File: config.mk
export PLATFORM = sky130hd
export DESIGN_NAME = counter_v3
export DESIGN_NICKNAME = d
export VERILOG_FILES = /design/src/rtl/counter_v3_pkg.sv /design/src/rtl/counter_v3_next.sv /design/src/rtl/counter_v3.sv
export SDC_FILE = /design/constraint.sdc
export NUM_CORES = 1
export LEC_CHECK = 0
export BUFFER_PORTS_ARGS = -buffer_cell sky130_fd_sc_hd__buf_2
export CAP_MARGIN = 20
export CORE_AREA = 8 8 45 47
export DETAILED_ROUTE_END_ITERATION = 8
export DIE_AREA = 0 0 53 55
export GPL_TIMING_DRIVEN = 0
export PLACE_DENSITY = 0.43
export RECOVER_POWER = 100
export SYNTH_ARGS = -nofsm -noshare
export SYNTH_HDL_FRONTEND = slang
export SYNTH_SLANG_ARGS = --single-unit
File: constraint.sdc
create_clock -name clk -period 4.3 [get_ports clk]
set_input_delay 0.645 -clock clk [delete_from_list [all_inputs] [get_ports clk]]
set_output_delay 0.645 -clock clk [all_outputs]
set_load 0.01 [all_outputs]
File: src/rtl/counter_v3_pkg.sv
// Shared definitions for the counter_v3 up/down counter.
//   DEFAULT_W   : default counter / load-value width
//   dir_e       : count direction as carried on up_down (DOWN=0, UP=1)
//   act_e       : the single action selected for a clock edge
//   decode_act  : rst > load > ce priority decode into one act_e
package counter_v3_pkg;

  localparam int unsigned DEFAULT_W = 4;

  typedef enum logic {
    DOWN = 1'b0,
    UP   = 1'b1
  } dir_e;

  typedef enum logic [2:0] {
    ACT_HOLD  = 3'd0,
    ACT_RESET = 3'd1,
    ACT_LOAD  = 3'd2,
    ACT_UP    = 3'd3,
    ACT_DOWN  = 3'd4
  } act_e;

  // Exactly one action per edge; reset beats load, load beats counting.
  function automatic act_e decode_act(input logic rst,
                                      input logic load,
                                      input logic ce,
                                      input logic up_down);
    act_e act;
    act = ACT_HOLD;
    if (rst) begin
      act = ACT_RESET;
    end else if (load) begin
      act = ACT_LOAD;
    end else if (ce) begin
      act = (dir_e'(up_down) == UP) ? ACT_UP : ACT_DOWN;
    end
    return act;
  endfunction

endpackage : counter_v3_pkg

File: src/rtl/counter_v3_next.sv
// Pure combinational next-count computation for counter_v3.
// Ports:
//   rst, load, ce, up_down : control inputs for the coming edge
//   cnt                    : current count register value
//   load_val               : parallel-load value (unsigned, bit-for-bit)
//   cnt_nxt_c              : value the count register takes on the edge
module counter_v3_next
  import counter_v3_pkg::*;
#(
  parameter int unsigned W = DEFAULT_W
) (
  input  logic         rst,
  input  logic         load,
  input  logic         ce,
  input  logic         up_down,
  input  logic [W-1:0] cnt,
  input  logic [W-1:0] load_val,
  output logic [W-1:0] cnt_nxt_c
);

  act_e act_c;

  // Action select plus next value; W-bit arithmetic gives silent wrap.
  always_comb begin
    act_c     = decode_act(rst, load, ce, up_down);
    cnt_nxt_c = cnt;
    case (act_c)
      ACT_RESET: cnt_nxt_c = '0;
      ACT_LOAD:  cnt_nxt_c = load_val;
      ACT_UP:    cnt_nxt_c = cnt + W'(1);
      ACT_DOWN:  cnt_nxt_c = cnt - W'(1);
      default:   cnt_nxt_c = cnt;
    endcase
  end

endmodule : counter_v3_next

File: src/rtl/counter_v3.sv
// Loadable W-bit up/down counter with synchronous active-high reset.
// Ports:
//   clk      : clock, all state changes on the rising edge
//   rst      : synchronous active-high reset (highest priority)
//   ce       : count enable, one step per enabled edge
//   load     : synchronous parallel load (beats ce, needs no ce)
//   load_val : value loaded when load is accepted
//   up_down  : direction, 1 = increment, 0 = decrement
//   cnt      : current count, straight from the count register
module counter_v3
  import counter_v3_pkg::*;
#(
  parameter int unsigned W = DEFAULT_W
) (
  input  logic         clk,
  input  logic         rst,
  input  logic         ce,
  input  logic         load,
  input  logic [W-1:0] load_val,
  input  logic         up_down,
  output logic [W-1:0] cnt
);

  logic [W-1:0] cnt_nxt_c;

  counter_v3_next #(
    .W (W)
  ) u_next (
    .rst       (rst),
    .load      (load),
    .ce        (ce),
    .up_down   (up_down),
    .cnt       (cnt),
    .load_val  (load_val),
    .cnt_nxt_c (cnt_nxt_c)
  );

  // Single W-bit count register; reset is synchronous only.
  always_ff @(posedge clk) begin
    if (rst) begin
      cnt <= '0;
    end else begin
      cnt <= cnt_nxt_c;
    end
  end

endmodule : counter_v3

* After elaboration in Yosys (flattened, before gate mapping) *
Cells that the tools add are included.
Widths: inputs -> output; s select.

word-level totals
  input port bits = 9
  word-level logic and storage cells = 13
  register bits after elaboration = 4
  output and inout bits = 4

cells by class
  add/subtract/negate cells = 2
  equality and inequality tests = 4
  mux-type cells = 5
  reduce and logical (&&, ||, !) cells = 1

operators with widths
  kind                 count
  $pmux 4 s4           1
  $mux 3               4
  $eq 3x2->1 const B   2
  $add 4x1->4 const B  1
  $reduce_bool 4->1    1
  $sub 4x1->4 const B  1
  $eq 3x1->1 const B   1
  $eq 3x3->1 const B   1

* Depth between registers and ports, before layout *
  word-level depth = 6
  depth in mapped cells = 8

* Hierarchy *
A second synthesis with hierarchy kept.

second synthesis, totals
  cell total of the unflattened synthesis = 45
  area, all modules = 356.6 µm²

by module, submodules not included
  module           cells each  area an instance (µm²)  instances
  counter_v3_next  37          251.5                   1
  counter_v3       8           105.1                   1

* Worst setup path after synthesis *
No wires, ideal clock.

  path type = input to register
  start point = in ce
  end point = reg cnt[3]
  cell stages on the path = 8
  setup slack = 2.096 ns
  data required time = 4.173 ns
  arrival = 2.077 ns
  path buffers = 1
  cells stage by stage = buf_6 nand2b_1 nor3_1 ha_1 a21o_1 a21oi_2 a21oi_1 or3_1

on the way
  cells in the longest elaborated chain, start to end = 5

RTL lines
  what                                             line                   RTL
  from (decl)                                      counter_v3.sv:17       input logic ce,
  $mux 3 (*)                                       counter_v3_pkg.sv:34   end else if (ce) begin
  $mux 3 (*)                                       counter_v3_pkg.sv:32   end else if (load) begin
  $mux 3 (*)                                       counter_v3_pkg.sv:30   if (rst) begin
  $eq 3x3->1, or another cell as far along         counter_v3_next.sv:27  case (act_c)
  $pmux 4 s4 or $reduce_bool 4->1 (tied branches)  --
  to (signal assigned)                             counter_v3.sv:43       cnt <= cnt_nxt_c;
  to (decl)                                        counter_v3.sv:21       output logic [W-1:0] cnt

Every way passes the cells marked *; elsewhere a longest branch is shown, timed or not.
A chain may end at the register's enable or synchronous reset.

* Worst setup path after layout *
Same ends and word-level chain as after synthesis.

==> summary.md <==
| Metric | Value |
|---|---|
| GR peak layer | met2 |
| # port buffers | 11 |
| Biggest regs | cnt x4 |
| Crit-path leading delay family | simple AND/OR/NAND/NOR gates |
| Worst Setup Path Type | primary input to flop |
| Die Width | 53 µm |
| Crit-path max FO | 8 |
| Ys async rst share | 0 |
| Slew Limit Fails | 0 |
| Clock period minus worst slack | 2.421 ns |
| Distinct cells, synth | 20 |
| Grt met1 use | 0.07763 |
| Antenna violations before repair | 0 |
| CP required | 4.40 ns |
| Post-synth top area share | 0.2462 |
| Post-synthesis area per instance | 8.561 µm² |
| Max Cap Violations | 0 |
| Clock Latency Late Sink | 0.23 ns |
| Num Clock Sinks | 4 |
| Setup crit start kind | primary input |
| Met3 Use GR | 0.02139 |
| N_diodes | 0 |
| Worst path arrival time | 2.53 ns |
| Syn Nets | 50 |
| Register area share after synthesis | 0.2462 |
| GRT Total Usage | 0.06288 |
| Top cells by instance count after synthesis | nor2_1, a21oi_1, dfxtp_1 |
| Pwr dens | 284.7 nW/µm² |
| Clock tree buffer depth | 2 |
| Most Frequent Cell on Critical Path | a21oi_1 |
| P&R area growth vs syn | 25.00% |
| Nets | 66 |
| VDD IR-drop max | 0.1469 mV |
| Routability cong. | 0.6040 |
| Die area | 2915 µm² |
| Row cnt | 14 |
| CTS Hold Bufs | 0 |
| Synthesized instance count | 38 |
| Post-synth EDFFs | 0 |
| Cell area after layout | 406.6 µm² |
| Vias in the first global route | 306 |
| Postcts setup bufs | 0 |
| Share of the clock period used by the worst path | 0.5631 |
| Endpoint class of the critical path | flop |
| Post-synth top flop | dfxtp_1 |
| First-pass DRT Iterations | 1 |
| Root Buffer | clkbuf_4 |
| Synth area leaders | dfxtp_1, nor2_1, a21oi_1 |
| Inserted Clock Buffers | 3 |
| Buffers and inverters on the worst path | 1 |
| Overflow after GRT | 0 |
| Crit path cell chain | clkbuf_1 > nand2b_1 > nor3_1 > ha_1 > a21o_1 > a21oi_1 > a21oi_1 > or3_1 |
| Routed Antenna Nets | 0 |
| Mapped Area | 325.3 µm² |
| Static leakage power | 0.1797 nW |
| Final wirelength | 785 µm |
| 1st-iter DRT viols | 0 |
| Avg WL per Cell | 11.54 µm |
| CP max stage delay | 0.36 ns |
| Initial Utilization | 0.2351 |
| CTS tree | built |
| Outcome | finished, final reports clean |
| Largest net degree at the start of global routing | 11 |
| Die Span Y | 55 µm |
| RSZ-0062 raised after global routing | no |
| Fin Clk Skew | 0.003681 ns |
| First-pass GRT wire length | 1338 µm |
| Vias per std cell | 4.529 |
| Vias | 308 |
| #FFs+latches synth | 4 |
| Hpwl dp | 634.5 µm |
| I/O pins | 13 |
| Cts repair resizes | 0 |
| Warnings from Yosys | 0 |
| Final setup viols | 0 |
| Final hold violation count | 0 |
| Fmax | 413.0 MHz |
| Remaining routing DRC violations | 0 |
| Clock slew at reported path FFs | 0.04 ns |
| Largest area contributor in the netlist | dfxtp_1 |
| Post-DP Area | 400.4 µm² |
| GR Util met2 | 0.08594 |
| Largest reg by FF count | cnt |
| Rel. slew slack | 0.7246 |
| Core Area | 1384 µm² |
| Cell with the most instances after synthesis | nor2_1 |
| Hold WC Path Type | primary input to flop |
| Number of flip-flops under the largest register name | 4 |
| Setup TNS | 0 ns |
| Worst-Margin Slew | 0.4099 ns |
| CP max stage cell | or3_1 |
| H-tree Lvls | 1 |
| Layout cells sized above 1 | 0.2308 |
## metrics by stage
step	util	hold WS (ns)	setup slack (ns)	cells	power, mW
floorplan	-	0.6698	2.096	38	0.06291
global placement	0.2893	0.6696	1.824	65	0.07396
detailed placement	0.2893	0.6638	1.794	65	0.07390
CTS	0.3056	0.6459	2.039	68	0.1207
global route	0.2939	0.6690	1.671	68	0.1259
finish	0.2939	0.6507	1.879	68	0.1158
## power breakdown
group / leakage (nW) / internal, mW / switching (mW)
Combinational: 0.133 / 0.0130 / 0.0137
Sequential: 0.0332 / 0.0404 / 0.00388
Clock: 0.0138 / 0.0311 / 0.0138
Total: 0.180 / 0.0845 / 0.0313
## placed cells by master, fill, tap and decap left out
cell type / netlist / final
a211oi_1: 1 / 1
ha_1: 2 / 2
dfxtp_1: 4 / 4
buf_2: 0 / 7
nor3b_1: 1 / 1
or3_1: 1 / 1
a21boi_1: 1 / 1
fa_1: 1 / 1
nor4b_2: 1 / 1
a21o_1: 1 / 1
a21oi_1: 5 / 6
nand4b_1: 1 / 1
nor3_1: 1 / 1
nand2_1: 1 / 1
nand3_1: 1 / 1
nand2b_1: 2 / 2
clkbuf_1: 0 / 5
clkbuf_4: 0 / 3
buf_6: 2 / 1
mux2i_1: 1 / 1
xnor2_1: 2 / 2
nor2_1: 8 / 8
## per-layer routing
layer / wire [µm] / vias up
met5: 0 / -
met4: 5 / 0
met3: 52 / 2
met2: 327 / 8
met1: 400 / 137
li1: - / 161
## worst paths after layout
path	endpoint	start	depth (start not counted)	slack, ns
worst min-delay path	cnt[1]	load_val[1]	3	0.65
worst min register to register	cnt[2]	cnt[2]	4	0.67
worst max-delay path	cnt[3]	ce	8	1.88
worst max register to register	cnt[3]	cnt[1]	5	2.74
## worst reg2reg max path, stage by stage, from the launching register on
cell     delay [ns]
dfxtp_1        0.40
ha_1           0.26
a21o_1         0.18
a21oi_1        0.18
a21oi_1        0.06
or3_1          0.36
## cells by family (layout without fill, tap and decap cells)
group / count (synthesis) / in the layout / synth area share
flip-flops: 4 / 4 / 0.2462
multiplexers: 1 / 1 / 0.03077
AO/OA/AOI/OAI: 9 / 9 / 0.1731
adder cells (fa/ha/maj): 3 / 3 / 0.1385
XOR/XNOR: 2 / 2 / 0.05386
buffers and inverters: 2 / 16 / 0.06923
AND/OR/NAND/NOR: 17 / 17 / 0.2884
## area by class of cell
| class | count | area [µm²] |
|---|---|---|
| clock buffers | 3 | 22.52 |
| plain buffers | 2 | 15.01 |
| flip-flops and latches | 4 | 80.08 |
| fillers | 165 | 977.2 |
| well taps | 16 | 20.02 |
| multi-input cells | 32 | 219.0 |
| repair buffers | 11 | 50.05 |
(Power assumes the default switching activity.)
